File: src/rtl/uart_rx_word.sv
// 8N1 UART receiver that assembles four LSB-first bytes into one 32-bit word.
// Partial words are dropped on a framing error or when the inter-byte gap exceeds TIMEOUT_BITS.
module uart_rx_word #(
  parameter int CLKS_PER_BIT = 2604,
  parameter int TIMEOUT_BITS = 20
) (
  input  logic        clk,
  input  logic        rst,
  input  logic        data_in,
  output logic [31:0] data_out,
  output logic        rx_valid,
  output logic        frame_err
);

  localparam int CW     = $clog2(CLKS_PER_BIT);
  localparam int TO_CYC = TIMEOUT_BITS * CLKS_PER_BIT;
  localparam int TW     = $clog2(TO_CYC + 1);

  localparam logic [CW-1:0] BIT_LAST  = CW'(CLKS_PER_BIT - 1);
  localparam logic [CW-1:0] HALF_LAST = CW'(CLKS_PER_BIT / 2 - 1);
  localparam logic [TW-1:0] TO_LAST   = TW'(TO_CYC - 1);

  typedef enum logic [2:0] {S_IDLE, S_START, S_DATA, S_STOP, S_BREAK} state_t;

  state_t          r_state,    w_state;
  logic            r_sync1,    r_sync2;
  logic [CW-1:0]   r_clk_cnt,  w_clk_cnt;
  logic [2:0]      r_bit_idx,  w_bit_idx;
  logic [1:0]      r_byte_idx, w_byte_idx;
  logic [TW-1:0]   r_timeout,  w_timeout;
  logic [7:0]      r_byte,     w_byte;
  logic [23:0]     r_word,     w_word;
  logic [31:0]     w_data_out;
  logic            w_rx_valid, w_frame_err;
  logic            w_rx_s;

  assign w_rx_s = r_sync2;

  // NOTE: sequential state uses non-blocking assignments only; the synchroniser
  // resets to 1 so a reset never looks like a falling start edge.
  always_ff @(posedge clk or posedge rst) begin
    if (rst) begin
      r_sync1    <= 1'b1;
      r_sync2    <= 1'b1;
      r_state    <= S_IDLE;
      r_clk_cnt  <= '0;
      r_bit_idx  <= '0;
      r_byte_idx <= '0;
      r_timeout  <= '0;
      r_byte     <= '0;
      r_word     <= '0;
      data_out   <= '0;
      rx_valid   <= 1'b0;
      frame_err  <= 1'b0;
    end else begin
      r_sync1    <= data_in;
      r_sync2    <= r_sync1;
      r_state    <= w_state;
      r_clk_cnt  <= w_clk_cnt;
      r_bit_idx  <= w_bit_idx;
      r_byte_idx <= w_byte_idx;
      r_timeout  <= w_timeout;
      r_byte     <= w_byte;
      r_word     <= w_word;
      data_out   <= w_data_out;
      rx_valid   <= w_rx_valid;
      frame_err  <= w_frame_err;
    end
  end

  // NOTE: every next-value signal is defaulted first so no latch is inferred.
  always_comb begin
    w_state     = r_state;
    w_clk_cnt   = r_clk_cnt;
    w_bit_idx   = r_bit_idx;
    w_byte_idx  = r_byte_idx;
    w_timeout   = r_timeout;
    w_byte      = r_byte;
    w_word      = r_word;
    w_data_out  = data_out;
    w_rx_valid  = 1'b0;
    w_frame_err = 1'b0;

    case (r_state)
      S_IDLE: begin
        w_clk_cnt = '0;
        // A start edge takes priority over an expiring timeout.
        if (!w_rx_s) begin
          w_state = S_START;
        end else if (r_byte_idx != 2'd0) begin
          if (r_timeout == TO_LAST) begin
            w_byte_idx = '0;
            w_word     = '0;
            w_timeout  = '0;
          end else begin
            w_timeout = r_timeout + 1'b1;
          end
        end
      end

      S_START: begin
        if (r_clk_cnt == HALF_LAST) begin
          w_clk_cnt = '0;
          if (!w_rx_s) begin
            w_state   = S_DATA;
            w_bit_idx = '0;
          end else begin
            w_state = S_IDLE;
          end
        end else begin
          w_clk_cnt = r_clk_cnt + 1'b1;
        end
      end

      S_DATA: begin
        if (r_clk_cnt == BIT_LAST) begin
          w_clk_cnt         = '0;
          w_byte[r_bit_idx] = w_rx_s;
          if (r_bit_idx == 3'd7) w_state = S_STOP;
          else                   w_bit_idx = r_bit_idx + 1'b1;
        end else begin
          w_clk_cnt = r_clk_cnt + 1'b1;
        end
      end

      S_STOP: begin
        if (r_clk_cnt == BIT_LAST) begin
          w_clk_cnt = '0;
          if (w_rx_s) begin
            w_state = S_IDLE;
            if (r_byte_idx == 2'd3) begin
              w_data_out = {r_byte, r_word};
              w_rx_valid = 1'b1;
              w_byte_idx = '0;
              w_word     = '0;
            end else begin
              w_word[{r_byte_idx, 3'b000} +: 8] = r_byte;
              w_byte_idx = r_byte_idx + 1'b1;
              w_timeout  = '0;
            end
          end else begin
            w_state     = S_BREAK;
            w_frame_err = 1'b1;
            w_byte_idx  = '0;
            w_word      = '0;
          end
        end else begin
          w_clk_cnt = r_clk_cnt + 1'b1;
        end
      end

      S_BREAK: begin
        if (w_rx_s) w_state = S_IDLE;
      end

      default: w_state = S_IDLE;
    endcase
  end

endmodule

File: config.mk
export PLATFORM = sky130hd
export DESIGN_NAME = uart_rx_word
export DESIGN_NICKNAME = d
export VERILOG_FILES = /design/src/rtl/uart_rx_word.sv
export SDC_FILE = /design/constraint.sdc
export NUM_CORES = 1
export LEC_CHECK = 0
export BUFFER_PORTS_ARGS = -buffer_cell sky130_fd_sc_hd__buf_2
export CELL_PAD_IN_SITES_DETAIL_PLACEMENT = 0
export CELL_PAD_IN_SITES_GLOBAL_PLACEMENT = 1
export CORE_MARGIN = 2
export CORE_UTILIZATION = 30
export CTS_BUF_LIST = sky130_fd_sc_hd__clkbuf_8
export DETAILED_ROUTE_END_ITERATION = 10
export PLACE_DENSITY_LB_ADDON = 0.25
export SYNTH_ARGS = -nofsm -noshare
export SYNTH_HDL_FRONTEND = slang
export SYNTH_SLANG_ARGS = --single-unit
File: constraint.sdc
create_clock -name clk -period 7.2 [get_ports clk]
set_input_delay 0.72 -clock clk [delete_from_list [all_inputs] [get_ports clk]]
set_output_delay 0.72 -clock clk [all_outputs]
set_load 0.05 [all_outputs]
==> impl_metrics.yaml <==
global_routing:
  grt_pass1_vias: 3247
  grt_max_degree: 60
  grt_util_met2_pct: 20.6
  met1_usage_pct: 17.0
  antenna_found_initial: 0
  grt.total_usage_pct: 12.9
  grt_pass1_wl_mm: 16.9
  grt_util_met3_pct: 2.85
  globalRoute.busiestLayer: "met2"
  gr-total-overflow: 0
floorplanning:
  initial_core_util_pct: 30.9
  fp.dieW_um: 130
  die-area_um2: 16800
  core_area_um2: 15300
  pin_count: 37
  fp.dieH_um: 130
  rows: 45
clocking:
  hold_buffers: 0
  htreeDepth: 3
  clk_path_buf_depth: 2
  clk_pin_slew_worst_paths_ps: 100
  root_buffer: "clkbuf_8"
  cts_buffers: 9
  clkLatencyLatePin_ps: 390
  cts_tree: "done"
  clock_sinks: 104
  cts_setup_buffers: 0
  cts_resized: 0
run:
  drv_cap: 0
detailed_routing:
  wl_per_cell_um: 15.0
  dr.pass1.iters: 4
  route.detailed.drc: 0
  vias_per_cell: 4.87
  drt-initial-drc-count: 150
  vias: 3163
  ant_nets: 0
  drt-total-wl_mm: 9.76
final_layout:
  area_delta_synth_final_pct: 12.2
  layout_commonest_cell: "dfrtp_1"
  fin_area_um2: 5310
  nets: 447
  drive_above_1_share_pct: 24.6
  diodes: 0
  finalNonFillerCells: 650
  layout_common_cells: "dfrtp_1 (102), mux2_2 (41), buf_2 (36)"
  fillerInstances: 1558
synthesis:
  yosysSeqAreaShare_pct: 55.0
  syn_nets: 413
  async_reset_ff_share_pct: 100
  ys_ff_latch: 104
  synth_cells: 400
  synth_flop_cell: "dfrtp_1"
  synth_cell_types: 52
  synth_area_leaders: "dfrtp_1 (54%), mux2_2 (9.7%), a22o_1 (5.0%)"
  synth_edf_count: 0
  synth_area_um2: 4740
  syn_area_per_cell_um2: 11.8
  ys_warn_count: 0
  yosysTopAreaCellShare_pct: 53.9
  synth_top_area_cell: "dfrtp_1"
timing:
  min_period_ps: 2870
  clock_skew_ps: 16.1
  max_clock_freq_ghz: 0.349
  final.setup.worst_slack_ps: 4330
  rsz0062_at_grt: "false"
  setup_tns_ps: 0
  setup_viol: 0
  hold_violations: 0
  relSlewSlack_pct: 14.4
  period_share_pct: 39.8
  slew_violations: 0
  worst_pin_slew_ps: 1270
outcome:
  outcome: "finished, final reports clean"
place:
  place_congestion: 0.766
  placed_cells: 634
  hpwl_mm: 6.74
  dpl_cell_area_um2: 5140
  numPortBuffers: 36
  place_ws_ps: 4420
setup_path:
  path_class: "flop to flop"
  cp_max_fo: 24
  setup.worst_path.end_class: "flop"
  cp.arrival_ps: 3190
  cp.required_ps: 7520
  start_kind: "flop"
hold_path:
  hold_path.class: "flop to flop"
power_and_ir_drop:
  net-switching-power_mw: 0.216
  power_leakage_nw: 2.54
  p_seq_share_pct: 62.6
  swShare_pct: 23.0
  pwr-share-comb_pct: 1.4
  powerDensity_nw_per_um2: 176
  internal-power_mw: 0.720
  clock_power_share_pct: 36.0
  ir_drop_mv: 0.0817
  power_mw: 0.935
==> worst max-delay path, cell delays in order, from the launching register on <==
cell and delay (ps):
dfrtp_1 640, and3b_1 400, nand3b_1 240, nor2_1 200, nor4bb_1 1080, a22o_1 250
==> layer usage <==
layer  vias to the layer above  wire length [um]
met1                      1570              4670
li1                       1530                 -
met3                        12               330
met2                        51              4570
met5                         -                 0
met4                         0               187
==> per-stage QoR <==
| step | hold slack, ps | util, % |
|---|---|---|
| final | 362 | 34.7 |
| after global routing | 366 | 34.7 |
| after CTS | 364 | 34.7 |
| after detailed placement | 349 | 33.6 |
| after global placement | 345 | 33.6 |
| after floorplan | 345 | - |
==> power groups by stage <==
stage               Sequential [mW]  Clock, mW  Combinational, mW
floorplan                     0.596          0             0.0102
detailed placement            0.598          0             0.0140
CTS                           0.586      0.353             0.0140
global placement              0.598          0             0.0139
global route                  0.586      0.375             0.0159
finish                        0.586      0.337             0.0128
==> final timing paths <==
path / startpoint / endpoint / slack (ps) / cells after the start
worst min-delay path: r_sync1$_DFF_PP1_ / r_sync2$_DFF_PP1_ / 360 / 0
worst max-delay path: r_state[2]$_DFFE_PP0P_ / r_word[1]$_DFFE_PP0P_ / 4330 / 5
worst min register to register: r_sync1$_DFF_PP1_ / r_sync2$_DFF_PP1_ / 360 / 0
worst max register to register: r_state[2]$_DFFE_PP0P_ / r_word[1]$_DFFE_PP0P_ / 4330 / 5
min in group asynchronous: rst / data_out[1]$_DFFE_PP0P_ / 440 / 2
max in group asynchronous: rst / r_timeout[4]$_DFFE_PP0P_ / 5670 / 3
==> state kept, by name, summed over array words and instances, names as in the netlist <==
| register | cells |
|---|---|
| data_out | 32 |
| r_byte | 8 |
| r_sync2 | 1 |
| r_state | 3 |
| r_timeout | 16 |
| r_sync1 | 1 |
| r_word | 24 |
| rx_valid | 1 |
| r_byte_idx | 2 |
| frame_err | 1 |
| r_bit_idx | 3 |
| r_clk_cnt | 12 |
==> cell type report <==
type	count	area (um2)	area share [%]
sequential	104	2610	49.0
tap	211	264	4.97
clock inverter	6	37.5	0.706
multi-input combinational	269	2030	38.1
inverter	12	47.5	0.895
timing repair buffer	38	195	3.67
clock buffer	10	138	2.59
==> kinds of logic after synthesis <==
kind of cell    synth area share, %
simple gates                   17.7
flops                          55.0
compound gates                 9.35
mux                            9.96
buf+inv                        2.22
xor+xnor                       3.14
fa+ha+maj                      2.64
==> cell usage after synthesis (3+ instances only) <==
| cell type | count |
|---|---|
| nand3_1 | 17 |
| nor4_1 | 9 |
| dfrtp_1 | 102 |
| clkbuf_1 | 10 |
| o21ai_1 | 3 |
| inv_1 | 12 |
| a22o_1 | 27 |
| o21ai_0 | 11 |
| nor3b_1 | 3 |
| nand3b_1 | 6 |
| nor4bb_1 | 3 |
| a21oi_1 | 8 |
| nand4_1 | 8 |
| and4_1 | 3 |
| nand2_1 | 26 |
| nand2b_1 | 4 |
| xor2_1 | 9 |
| or3_1 | 5 |
| nor2_1 | 30 |
| xnor2_1 | 8 |
| ha_1 | 10 |
| and3_1 | 4 |
| buf_2 | 3 |
| mux2_2 | 41 |
Note: power is estimated with default switching activity, not from simulation.
